**config.mk**
```make
export PLATFORM = sky130hd
export DESIGN_NAME = mem_arbiter
export DESIGN_NICKNAME = d
export VERILOG_FILES = /design/src/rtl/mem_arb_pkg.sv /design/src/rtl/rr_arbiter2.sv /design/src/rtl/mem_arbiter.sv
export SDC_FILE = /design/constraint.sdc
export NUM_CORES = 1
export LEC_CHECK = 0
export BUFFER_PORTS_ARGS = -buffer_cell sky130_fd_sc_hd__buf_2
export CAP_MARGIN = 40
export CORE_MARGIN = 3
export CORE_UTILIZATION = 28
export DETAILED_ROUTE_END_ITERATION = 7
export SLEW_MARGIN = 25
export SYNTH_ARGS = -nofsm -noshare
export SYNTH_HDL_FRONTEND = slang
export SYNTH_HIERARCHICAL = 1
export SYNTH_SLANG_ARGS = --single-unit
export TNS_END_PERCENT = 10
```
**constraint.sdc**
```tcl
create_clock -name clk -period 5.3 [get_ports clk]
set_input_delay 0.265 -clock clk [delete_from_list [all_inputs] [get_ports clk]]
set_output_delay 0.265 -clock clk [all_outputs]
set_load 0.01 [all_outputs]
```
**src/rtl/mem_arb_pkg.sv**
```systemverilog
// Shared types for the two-port RAM arbiter: FSM state encoding and port identifiers.
package mem_arb_pkg;

    typedef enum logic [1:0] {
        IDLE,
        ISSUE,
        WAIT,
        RESP
    } arb_state_t;

    localparam logic P_CORE = 1'b0;
    localparam logic P_DBG  = 1'b1;

endpackage

```
**src/rtl/rr_arbiter2.sv**
```systemverilog
// Two-way round-robin pick: a lone requester wins outright, a tie goes to the port
// that was not granted last.
module rr_arbiter2 (
    input  logic [1:0] req,
    input  logic       last,
    output logic       sel,
    output logic       valid
);

    always_comb begin
        valid = |req;
        if (req == 2'b11) begin
            sel = ~last;
        end else begin
            sel = req[1];
        end
    end

endmodule

```
**src/rtl/mem_arbiter.sv**
```systemverilog
// Shares one single-port RAM between the core (port 0) and the debug loader (port 1):
// round-robin, one outstanding access, fixed read latency, all outputs registered.
module mem_arbiter
    import mem_arb_pkg::*;
#(
    parameter int ADDR_W  = 32,
    parameter int DATA_W  = 32,
    parameter int MEM_LAT = 1
) (
    input  logic                clk,
    input  logic                rst,
    input  logic                m0_req,
    input  logic [DATA_W/8-1:0] m0_we,
    input  logic [ADDR_W-1:0]   m0_addr,
    input  logic [DATA_W-1:0]   m0_wdata,
    output logic                m0_gnt,
    output logic                m0_rvalid,
    output logic [DATA_W-1:0]   m0_rdata,
    input  logic                m1_req,
    input  logic [DATA_W/8-1:0] m1_we,
    input  logic [ADDR_W-1:0]   m1_addr,
    input  logic [DATA_W-1:0]   m1_wdata,
    output logic                m1_gnt,
    output logic                m1_rvalid,
    output logic [DATA_W-1:0]   m1_rdata,
    output logic                mem_en,
    output logic [DATA_W/8-1:0] mem_we,
    output logic [ADDR_W-1:0]   mem_addr,
    output logic [DATA_W-1:0]   mem_wdata,
    input  logic [DATA_W-1:0]   mem_rdata
);

    localparam int STRB_W = DATA_W / 8;
    localparam int CNT_W  = $clog2(MEM_LAT + 1);
    localparam logic [CNT_W-1:0] CNT_LOAD = CNT_W'(MEM_LAT - 1);

    arb_state_t state, state_next;
    logic sel_q, sel_d;
    logic last_q, last_d;
    logic [CNT_W-1:0] cnt_q, cnt_d;
    logic pick_sel, pick_valid;

    logic mem_en_d;
    logic [STRB_W-1:0] mem_we_d;
    logic [ADDR_W-1:0] mem_addr_d;
    logic [DATA_W-1:0] mem_wdata_d;
    logic m0_gnt_d, m1_gnt_d, m0_rvalid_d, m1_rvalid_d;
    logic [DATA_W-1:0] m0_rdata_d, m1_rdata_d;

    rr_arbiter2 u_pick (
        .req   ({m1_req, m0_req}),
        .last  (last_q),
        .sel   (pick_sel),
        .valid (pick_valid)
    );

    // The mem_* output registers double as the command capture registers: they are
    // loaded on the IDLE->ISSUE edge and are therefore valid exactly in the ISSUE cycle.
    always_comb begin
        state_next  = state;
        sel_d       = sel_q;
        last_d      = last_q;
        cnt_d       = cnt_q;
        mem_en_d    = 1'b0;
        mem_we_d    = '0;
        mem_addr_d  = '0;
        mem_wdata_d = '0;
        m0_gnt_d    = 1'b0;
        m1_gnt_d    = 1'b0;
        m0_rvalid_d = 1'b0;
        m1_rvalid_d = 1'b0;
        m0_rdata_d  = m0_rdata;
        m1_rdata_d  = m1_rdata;

        case (state)
            IDLE: begin
                if (pick_valid) begin
                    state_next  = ISSUE;
                    sel_d       = pick_sel;
                    last_d      = pick_sel;
                    mem_en_d    = 1'b1;
                    mem_we_d    = pick_sel ? m1_we    : m0_we;
                    mem_addr_d  = pick_sel ? m1_addr  : m0_addr;
                    mem_wdata_d = pick_sel ? m1_wdata : m0_wdata;
                    m0_gnt_d    = (pick_sel == P_CORE);
                    m1_gnt_d    = (pick_sel == P_DBG);
                end
            end
            ISSUE: begin
                if (mem_we != '0) begin
                    state_next = IDLE;
                end else begin
                    state_next = WAIT;
                    cnt_d      = CNT_LOAD;
                end
            end
            WAIT: begin
                if (cnt_q == '0) begin
                    state_next = RESP;
                    if (sel_q == P_DBG) begin
                        m1_rdata_d = mem_rdata;
                    end else begin
                        m0_rdata_d = mem_rdata;
                    end
                    m0_rvalid_d = (sel_q == P_CORE);
                    m1_rvalid_d = (sel_q == P_DBG);
                end else begin
                    cnt_d = cnt_q - CNT_W'(1);
                end
            end
            RESP: begin
                state_next = IDLE;
            end
            default: begin
                state_next = IDLE;
            end
        endcase
    end

    // Reset abandons any transaction in flight; the pointer starts at port 1 so port 0
    // wins the first tie.
    always_ff @(posedge clk or posedge rst) begin
        if (rst) begin
            state     <= IDLE;
            sel_q     <= P_CORE;
            last_q    <= P_DBG;
            cnt_q     <= '0;
            mem_en    <= 1'b0;
            mem_we    <= '0;
            mem_addr  <= '0;
            mem_wdata <= '0;
            m0_gnt    <= 1'b0;
            m1_gnt    <= 1'b0;
            m0_rvalid <= 1'b0;
            m1_rvalid <= 1'b0;
            m0_rdata  <= '0;
            m1_rdata  <= '0;
        end else begin
            state     <= state_next;
            sel_q     <= sel_d;
            last_q    <= last_d;
            cnt_q     <= cnt_d;
            mem_en    <= mem_en_d;
            mem_we    <= mem_we_d;
            mem_addr  <= mem_addr_d;
            mem_wdata <= mem_wdata_d;
            m0_gnt    <= m0_gnt_d;
            m1_gnt    <= m1_gnt_d;
            m0_rvalid <= m0_rvalid_d;
            m1_rvalid <= m1_rvalid_d;
            m0_rdata  <= m0_rdata_d;
            m1_rdata  <= m1_rdata_d;
        end
    end

endmodule
```
==> results.toml <==
[sta]
drv_slew = 0
setup_viol = 0
finalClockSkew_ps = 7.091
period_needed_ps = 2126
hold_ws_ps = 85.49
tns_ps = 0
grt_setup_unrepaired = "no"
final.period_utilization = 0.4012
tightest_slew_ps = 797.9
fmax_mhz = 470.3
hold_violations = 0
max-slew-margin-rel = 0.4681

[hold_path]
hold-path-endpoint = "m0_rdata[27]$_DFFE_PP0P_"
hp-start = "mem_rdata[27]"
min_path_type = "input pin to flip-flop"
holdPathStages = 2

[logic_synthesis]
synth_top_cell_area_share = 0.6364
ys_ff_latch = 141
yosys-top-cells-area = "dfrtp_1 (64%), mux2_2 (13%), mux2i_1 (12%), nor2_1 (4.8%), buf_6 (2.7%)"
synth_area_mm2 = 0.005505
ys_types = 19
avgSynthCellArea_um2 = 14.49
synth_nets = 552
yosysTopAreaCell = "dfrtp_1"
syn_inst = 380
synth-seq-area-share = 0.6411
yosysWarnings = 6

[clock_network]
cts_root_buf = "clkbuf_16"
h-tree-depth = 4
clk_pin_slew_ps = 60
cts_buffers = 17
clock-sinks = 141
clock_latency_ps = 410
cts.repair.resized = 0
clock_tree.buffer_depth = 2
cts_tree = "done"

[worst_setup_path]
crit_required_ps = 5560
crit_type = "flip-flop to flip-flop"
start_kind = "flip-flop"
rrSetupSlack_ps = 3170
crit_arrival_ps = 2390
reg2reg_to = "mem_wdata[17]$_DFF_PP0_"
rr_startpoint = "last_q$_DFFE_PP1P_"
rr_worst_depth = 5
endpoint_kind = "flip-flop"
cp_max_fo = 48

[floorplan]
io_pins = 309
die_x_um = 146.2
rows = 50
coreArea_mm2 = 0.01902
start_util = 0.2895
die_y_um = 146.2
die_area_mm2 = 0.02138

[placed_design]
gp_congestion = 0.7617
dp_hpwl_um = 11010
placement.cell_area_mm2 = 0.007279
numPortBuffers = 308

[routing]
drt_iter0_drc = 106
wl_per_cell_um = 15.13
drc_errors = 0
ant_nets = 0
drt-pass1-iter-count = 4
wirelength_um = 14620
dr_total_vias = 4004
viasPerCell = 4.145

[layout]
postLayoutCellArea_mm2 = 0.007921
fillers = 1881
drive_gt1_frac = 0.5878
area_growth_pct = 43.89
final_core_util = 0.4165
nets = 865
multi_input_comb_area_mm2 = 0.001778
num_antenna_cells = 0
seq_area_mm2 = 0.003530

[pwr]
peakVddDrop_uv = 199.0
power_leakage_nw = 4.250
power_density_mw_per_mm2 = 547.1

[global_route]
grt_pass1_vias = 4156
grt_use_total = 0.1369
grt_overflow_total = 0
antenna_found_initial = 0
grt_max_degree = 71
grt_first_pass_wirelength_um = 22980

[outcome]
status = "complete, no violations"

[job]
maxCapViolCount = 0
[per-stage QoR]
step                total power [mW]  instances  setup slack [ps]
detailed placement             3.115        933              3180
global placement               3.082        931              3182
finish                         4.334        966              3174
CTS                            4.415        966              3165
floorplan                      2.531        380              1255
global route                   4.595        966              3056
[routing by layer]
metal / GRT usage / share of wire
met5: 0 / 0
met1: 0.1612 / 0.39
met3: 0.05711 / 0.091
met2: 0.2218 / 0.49
met4: 0.05597 / 0.024
[final cells by class]
type	instances	share of cell area
Tap cell	260	0.04107
Clock inverter	12	0.02338
Multi-Input combinational cell	213	0.2245
Sequential cell	141	0.4456
Clock buffer	20	0.05639
Inverter	4	0.002527
Timing Repair Buffer	316	0.2066
[layout by cell type, fill, tap and decap left out]
cell type and count:
bufinv_16 4, a21o_1 2, nor2_1 71, mux2_1 1, mux2i_1 68, o32ai_1 1, clkinvlp_4 1, clkbuf_8 1
buf_4 5, buf_12 1, and4bb_2 1, buf_16 1, inv_6 4, clkbuf_16 17, mux2_2 63, nor3b_4 1
dfstp_2 1, nand3b_2 1, a21boi_4 1, dfrtp_1 140, buf_2 308, dlygate4sd3_1 1, clkinv_4 3, or2_1 1
or4b_1 1, inv_1 3, clkbuf_1 2, or3b_2 1, clkinv_2 1
[worst max-delay path, stage by stage, from the launching register on]
cell and delay, ps:
dfstp_2 380, a21boi_4 130, buf_4 360, buf_4 690, mux2i_1 280, nor2_1 70
[where the power goes]
part | internal [mW] | total (mW) | switching (mW)
clock network | 0.807 | 1.27 | 0.463
logic | 0.683 | 1.40 | 0.720
registers | 1.49 | 1.66 | 0.174
[synth_stat cells]
master    instances
dfrtp_1         140
nor2_1           71
mux2i_1          68
mux2_2           63
buf_6            13
buf_2             8
inv_1             4
a21o_1            2
a21boi_1          1
and4bb_2          1
buf_4             1
dfstp_2           1
mux2_1            1
nand3b_2          1
nor3b_4           1
o32ai_1           1
or2_1             1
or3b_1            1
or4b_1            1
[registers in the layout, summed over array words and instances (netlist names), 4 cells and up, named ones only]
name       cells
mem_addr      32
mem_we         4
m1_rdata      32
mem_wdata     32
m0_rdata      32
[worst max path at each step]
| stage | startpoint | to | slack, ps |
|---|---|---|---|
| 6_report | last_q$_DFFE_PP1P_ | mem_wdata[17]$_DFF_PP0_ | 3170 |
| 5_1_grt | last_q$_DFFE_PP1P_ | mem_wdata[17]$_DFF_PP0_ | 3060 |
| 4_1_cts | last_q$_DFFE_PP1P_ | mem_wdata[17]$_DFF_PP0_ | 3170 |
| 3_5_place_dp | m1_req | mem_wdata[17]$_DFF_PP0_ | 3180 |
| 3_3_place_gp | m1_req | mem_we[3]$_DFF_PP0_ | 3180 |
| 2_1_floorplan | rst | asynchronous set/reset pin | 1260 |
[cell families after synthesis]
family,synth area share
mux,0.2545
flops,0.6411
compound gates,0.005682
simple gates,0.06068
buf+inv,0.03795
[repair_timing]
item	4_1_cts	5_1_grt
setup buffers	0	0
endpoints found under the hold margin	23	0
hold buffers	1	0
endpoints found under the setup margin	0	0
(Power assumes the default switching activity.)
